## config.mk

```make
export PLATFORM = sky130hd
export DESIGN_NAME = rip_fetch
export DESIGN_NICKNAME = d
export VERILOG_FILES = /design/src/rtl/rip_fetch.sv
export SDC_FILE = /design/constraint.sdc
export NUM_CORES = 1
export LEC_CHECK = 0
export BUFFER_PORTS_ARGS = -buffer_cell sky130_fd_sc_hd__buf_2
export CAP_MARGIN = 20
export CORE_ASPECT_RATIO = 1.1
export CORE_MARGIN = 1.5
export CORE_UTILIZATION = 40
export CTS_BUF_LIST = sky130_fd_sc_hd__clkbuf_16
export CTS_CLUSTER_DIAMETER = 120
export DETAILED_ROUTE_END_ITERATION = 16
export MAX_ROUTING_LAYER = met4
export SLEW_MARGIN = 15
export SYNTH_ARGS = -nofsm -noshare
export SYNTH_HDL_FRONTEND = slang
export SYNTH_SLANG_ARGS = --single-unit
```

## constraint.sdc

```tcl
create_clock -name clk -period 3.65 [get_ports clk]
set_input_delay 1.095 -clock clk [delete_from_list [all_inputs] [get_ports clk]]
set_output_delay 1.095 -clock clk [all_outputs]
set_load 0.1 [all_outputs]
```

## src/rtl/rip_fetch.sv

```systemverilog
// Fetch stage: owns the PC, issues in-order imem requests, buffers returned words with their PCs.
// Latency: grant in cycle t, rvalid in t+1, instruction offered to decode in t+2.
// Backpressure: stall holds the head slot; requests stop once DEPTH slots are allocated.
module rip_fetch #(
  parameter logic [31:0] START_ADDR = 32'h0000_0000,
  parameter int unsigned DEPTH      = 4,
  parameter logic [31:0] NOP_CODE   = 32'h0000_0013
) (
  input  logic        clk,
  input  logic        rst_n,
  output logic        imem_req,
  output logic [31:0] imem_addr,
  input  logic        imem_gnt,
  input  logic        imem_rvalid,
  input  logic [31:0] imem_rdata,
  input  logic        redirect,
  input  logic [31:0] redirect_pc,
  input  logic        stall,
  output logic [31:0] inst_code,
  output logic [31:0] inst_pc,
  output logic        de_ready
);

  localparam int unsigned AW = (DEPTH > 1) ? $clog2(DEPTH) : 1;
  localparam int unsigned CW = AW + 1;
  localparam int unsigned DW = AW + 4;
  localparam logic [CW-1:0] FULL = CW'(DEPTH);

  logic [31:0]    pc;
  logic [31:0]    slot_pc  [DEPTH];
  logic [31:0]    slot_dat [DEPTH];
  logic [DEPTH-1:0] slot_fill;
  logic [AW-1:0]  head, tail, fptr;
  logic [CW-1:0]  cnt;       // allocated slots
  logic [CW-1:0]  ucnt;      // allocated but still waiting for data
  logic [DW-1:0]  drop_cnt;  // responses still owed to requests flushed by a redirect
  logic [DW-1:0]  drop_redir;
  logic           alloc, pop, accept, discard;

  assign imem_req  = rst_n && !redirect && (cnt < FULL);
  assign imem_addr = pc;
  assign alloc     = imem_req && imem_gnt;
  assign de_ready  = (cnt != '0) && slot_fill[head] && !redirect;
  assign pop       = de_ready && !stall;
  assign discard   = imem_rvalid && (drop_cnt != '0);
  assign accept    = imem_rvalid && (drop_cnt == '0) && (ucnt != '0);
  assign inst_code = de_ready ? slot_dat[head] : NOP_CODE;
  assign inst_pc   = de_ready ? slot_pc[head]  : 32'h0;

  // Everything still in flight at a redirect is stale; a response landing in the
  // redirect cycle itself is one of those and is already consumed.
  always_comb begin
    drop_redir = drop_cnt + DW'(ucnt);
    if (imem_rvalid && (drop_redir != '0))
      drop_redir = drop_redir - DW'(1);
  end

  always_ff @(posedge clk or negedge rst_n) begin
    if (!rst_n) begin
      pc        <= START_ADDR;
      head      <= '0;
      tail      <= '0;
      fptr      <= '0;
      cnt       <= '0;
      ucnt      <= '0;
      drop_cnt  <= '0;
      slot_fill <= '0;
      for (int i = 0; i < int'(DEPTH); i++) begin
        slot_pc[i]  <= 32'h0;
        slot_dat[i] <= 32'h0;
      end
    end else if (redirect) begin
      pc        <= {redirect_pc[31:2], 2'b00};
      head      <= '0;
      tail      <= '0;
      fptr      <= '0;
      cnt       <= '0;
      ucnt      <= '0;
      slot_fill <= '0;
      drop_cnt  <= drop_redir;
    end else begin
      if (alloc) begin
        slot_pc[tail]   <= pc;
        slot_fill[tail] <= 1'b0;
        tail            <= tail + AW'(1);
        pc              <= pc + 32'd4;
      end
      if (accept) begin
        slot_dat[fptr]  <= imem_rdata;
        slot_fill[fptr] <= 1'b1;
        fptr            <= fptr + AW'(1);
      end
      if (discard)
        drop_cnt <= drop_cnt - DW'(1);
      if (pop)
        head <= head + AW'(1);

      if (alloc && !pop)
        cnt <= cnt + CW'(1);
      else if (!alloc && pop)
        cnt <= cnt - CW'(1);

      if (alloc && !accept)
        ucnt <= ucnt + CW'(1);
      else if (!alloc && accept)
        ucnt <= ucnt - CW'(1);
    end
  end

endmodule

```

Yosys cells after proc, flatten, opt, wreduce, memory -nomap -nowiden
Index checks and enable logic that the tools add are counted.
Storage, ports and cells
  flip-flop bits (word level): 310
  input bits: 70
  logic and storage cells: 122
Cells by class
  add/sub/neg operators: 11
  order comparisons: 11
  muxes and demuxes: 41
  bitwise gates (word level): 7
  reductions and logical operators: 36
Operator list (number)
  2-to-1 mux 32 bit: 10
  bitwise mux 128 bit: 2
  binary-select mux 32 bit (select 2 bit): 2
  demux 32 bit (select 2 bit): 2
  adder 32 x 3 -> 32 bit (second input constant): 1
  logical AND 1 bit: 18
  2-to-1 mux 3 bit: 6
  2-to-1 mux 6 bit: 3
  2-to-1 mux 4 bit: 4
  2-to-1 mux 2 bit: 6
  nonzero test 3 bit: 4
  nonzero test 6 bit: 2
  subtractor 6 x 1 -> 6 bit (second input constant): 2
  greater-or-equal comparator 3 bit (second input constant): 3
  < comparator 2 x 3 -> 1 bit (second input constant): 3
  NOT 2 -> 3 bit: 3
  nonzero test 2 bit: 4
  adder 2 x 1 -> 2 bit (second input constant): 3
  adder 3 x 1 -> 3 bit (second input constant): 2
  adder 6 x 3 -> 6 bit: 1
  zero test 6 bit: 1
  < comparator 3 x 1 -> 1 bit (second input constant): 2
  subtractor 3 x 1 -> 3 bit (second input constant): 2
  zero test 1 bit: 5
  other kinds (10): 15

Logic depth before layout (Yosys ltp)
  depth after elaboration: 11
  gate-level depth with buffers: 9
  gate-level depth less buffers: 9

Worst setup path after synthesis
No wires, ideal clock.
  path type: in2out
  start point: input redirect
  end point: output imem_req
  arrival time: 3.717 ns
  setup slack: -1.162 ns
  stages: 3
  path buffers: 2
  path through: buf_2 > clkbuf_1 > nor3b_1
On the way
  longest elaborated chain between the ends: 3
RTL lines
  start: declaration: RTL line 16  | input logic redirect,
  zero test 1 bit: RTL line 40  | assign imem_req = rst_n && !redirect && (cnt < FULL);
  logical AND 1 bit (2 in series): RTL line 40
  end: declaration: RTL line 11  | output logic imem_req,
Every way passes these cells.

Worst setup path in the final report
  start point: register head[0]
  end point: output inst_code[2]
On the way
  longest elaborated chain between the ends: 5
RTL lines
  start: declaration: RTL line 33  | logic [AW-1:0] head, tail, fptr;
  start signal: assignment: RTL line 96  | head <= head + AW'(1);
  NOT 2 -> 3 bit (implied by the code) / binary-select mux 1 bit (select 2 bit) (equally long branches): RTL line 47, 43
  binary-select mux 32 bit (select 2 bit) / 2-to-1 mux 1 bit (equally long branches): RTL line 47, 43
  2-to-1 mux 32 bit (implied by the code) / logical AND 1 bit (equally long branches) (2 in series): RTL line 47, 43
  2-to-1 mux 32 bit *: RTL line 47  | assign inst_code = de_ready ? slot_dat[head] : NOP_CODE;
  end: declaration: RTL line 19  | output logic [31:0] inst_code,
Mark *: on every way between the ends. The rest lies on a longest branch, timed or not. The select of a mux whose other input is x is not followed.

==> impl_metrics.csv <==
group,metric,value,unit
detailed_routing,drt-pass1-iter-count,4,
setup_path,critPathLaunchType,"flip-flop",
detailed_routing,vias,9226,
status,run_status,"complete, no violations",
yosys,synth_edf_count,0,
detailed_routing,ant_nets,0,
die,die_x,185,µm
global_routing,met2_usage,0.304,
cells_and_area,nets,1315,
die,ioPinCount,168,
die,start_util,0.405,
placement,post-place-cells,1667,
detailed_routing,avgViaCountPerCell,5.31,
yosys,synth_flop_cell,"dfrtp_1",
timing,hold_viol,0,
yosys,ys_types,67,
yosys,async_flop_share,1.00,
clock_tree,cts_tree,"done",
detailed_routing,routedWlPerCell,19.7,µm
global_routing,grt_pass1_vias,9603,
setup_path,cp-end-kind,"primary output",
global_routing,grtUsageMet1,0.261,
clock_tree,cts_hold_buffers,0,
timing,fin_worst_skew,0.0269,ns
global_routing,use_met3,0.0366,
timing,period_needed,3.52,ns
timing,max_freq,0.284,GHz
global_routing,grt_overflow,0,
setup_path,path_max_fanout,9,
hold_path,hold_class,"in2async",
global_routing,antenna_found_initial,2,
yosys,ys_seq_elements,300,
yosys,syn_avg_cell_area,13.8,µm²
global_routing,grt_max_degree,130,
die,coreArea,36100,µm²
yosys,synth_seq_area_share,0.514,
setup_path,path_class,"reg2out",
die,die_h,203,µm
global_routing,grt_pass1_wl,55100,µm
clock_tree,cts_root_buf,"clkbuf_16",
cells_and_area,final_util,0.516,
yosys,yosys_warnings,0,
clock_tree,clockBufferDepth,3,
setup_path,crit_arrival,2.42,ns
power,peakVddDrop,0.364,mV
yosys,syn_area,14600,µm²
timing,worst_slew_pin_slew,0.839,ns
die,rows,73,
power,p_leak,8.57,nW
detailed_routing,drc,0,
cells_and_area,fin_cells,1739,
clock_tree,numCtsBuffers,35,
timing,post-route-period-util,0.963,
flow_run,drv_cap,0,
placement,place_hpwl,21900,µm
timing,slew_violations,0,
cells_and_area,syn2layout_area_growth,27.6,%
placement,place_congestion,0.797,
setup_path,required,2.55,ns
yosys,netlist_instances,1061,
die,die_area,37600,µm²
clock_tree,cts.sinks,300,
timing,rsz0062_at_grt,"false",
cells_and_area,drive_gt1_frac,0.494,
detailed_routing,wl,34300,µm
clock_tree,clk_latency,0.51,ns
detailed_routing,first_iter_violations,482,
timing,setup_viol,0,
cells_and_area,nFillCells,3115,
global_routing,busiest_layer,"met2",
clock_tree,path_clk_slew,0.06,ns
global_routing,track_usage,0.194,
clock_tree,ctsHtreeMaxLevel,2,
placement,io_buffers,161,
power,power_density,487,nW/µm²
timing,timing.slew.headroom,0.441,
[routing by layer]
layer | up-vias | share of wire
met3 | 41 | 0.050
met4 | 0 | 0.022
met5 | - | 0
met2 | 208 | 0.48
met1 | 4799 | 0.45
li1 | 4178 | -
[layout by cell type (no fill, tap or decap), drive strengths merged, types with 3 or more instances in the layout]
cell / instances
and4: 3
ha: 16
a32o: 4
nor2: 26
a21o: 6
o211ai: 6
xor2: 16
mux2i: 6
nor3: 7
mux4: 63
dfrtp: 300
a31oi: 3
o311ai: 8
clkbuf: 37
nand4: 9
bufinv: 5
buf: 197
and2: 5
inv: 25
xnor2: 16
o21ai: 27
a211oi: 3
nand3: 21
conb: 4
and3: 6
o31ai: 3
or2: 3
nand2: 67
a21oi: 9
clkinv: 14
fa: 3
nor2b: 60
mux2: 244
[Yosys cell counts, types with 4 or more instances]
library cell | n | share of area
mux2i_1 | 6 | 0.0041
nor2b_1 | 60 | 0.026
mux2_2 | 226 | 0.17
dfrtp_1 | 300 | 0.51
buf_4 | 6 | 0.0031
nand3_1 | 21 | 0.0072
a21o_1 | 6 | 0.0031
nor3_1 | 7 | 0.0024
buf_6 | 13 | 0.010
buf_2 | 24 | 0.0082
nand4_1 | 7 | 0.0030
a21oi_1 | 9 | 0.0031
buf_1 | 5 | 0.0013
xor2_1 | 15 | 0.0090
nand2_1 | 63 | 0.016
and3_1 | 5 | 0.0021
mux4_2 | 63 | 0.097
and2_1 | 5 | 0.0021
o21ai_0 | 25 | 0.0086
xnor2_1 | 16 | 0.0096
mux2_1 | 18 | 0.014
nand2_4 | 4 | 0.0031
nor2_1 | 23 | 0.0059
ha_1 | 16 | 0.014
o211ai_1 | 6 | 0.0031
inv_1 | 19 | 0.0049
clkbuf_1 | 25 | 0.0064
a32o_1 | 4 | 0.0027
o311ai_0 | 6 | 0.0036
[power breakdown]
group          internal (W)  switching, W  leakage (nW)
registers           0.00367      0.000281          4.03
logic              0.000774      0.000837          3.95
clock network       0.00214       0.00136         0.589
[cells by family after synthesis]
| logic type | synth area share |
|---|---|
| adder cells (fa/ha/maj) | 0.0178 |
| buffers and inverters | 0.0343 |
| multiplexers | 0.290 |
| flip-flops | 0.514 |
| other | 0.000257 |
| XOR/XNOR | 0.0197 |
| AO/OA/AOI/OAI | 0.0384 |
| AND/OR/NAND/NOR | 0.0856 |
[cell type report]
type	count	area, µm²	area share
clock inverters	25	251	0.0135
diodes	2	5.00	0.000269
repair buffers	199	2230	0.120
well taps	487	609	0.0327
flip-flops and latches	300	7510	0.404
clock buffers	36	901	0.0484
inverters	19	71.3	0.00383
multi-input cells	671	7040	0.378
[worst paths after layout]
check | startpoint | endpoint | slack, ns | cells past startpoint
setup / recovery | head[0] | inst_code[2] | 0.13 | 6
hold / removal | rst_n | slot_pc[52] | 0.39 | 1
setup reg to reg | head[0] | cnt[2] | 0.95 | 8
hold reg to reg | slot_pc[82] | slot_pc[82] | 0.48 | 2
max in group asynchronous | rst_n | head[0] | 1.69 | 3
min in group clk | slot_pc[82] | slot_pc[82] | 0.48 | 2
[sequential cells by signal (all words and copies together), names as in the netlist, 3 cells and up]
| register | count |
|---|---|
| ucnt | 3 |
| slot_fill | 4 |
| slot_dat | 128 |
| slot_pc | 120 |
| cnt | 3 |
| imem_addr | 30 |
| drop_cnt | 6 |
[critical path: stages, from the launching register on]
cell,delay [ns]
dfrtp_4,0.52
mux4_2,0.39
o311ai_4,0.21
clkbuf_16,0.24
buf_4,0.15
nor2b_1,0.20
buf_12,0.21
[metrics by stage]
stage	hold WS [ns]	setup TNS, ns	setup WS (ns)	instance area, µm²	power (W)
2_1_floorplan	0.445	-3.12	-0.478	15000	0.00521
3_3_place_gp	0.460	0	0.243	17400	0.00559
3_5_place_dp	0.470	0	0.224	17400	0.00563
4_1_cts	0.371	0	0.0123	18500	0.00919
5_1_grt	0.367	0	0.0635	18600	0.00951
6_report	0.392	0	0.134	18600	0.00907
[timing repair]
item	in CTS	in global routing
resized for setup	1	1
buffers inserted	0	7
gates cloned	1	1
endpoints found under the setup margin	3	4
Note: power is estimated with default switching activity, not from simulation.
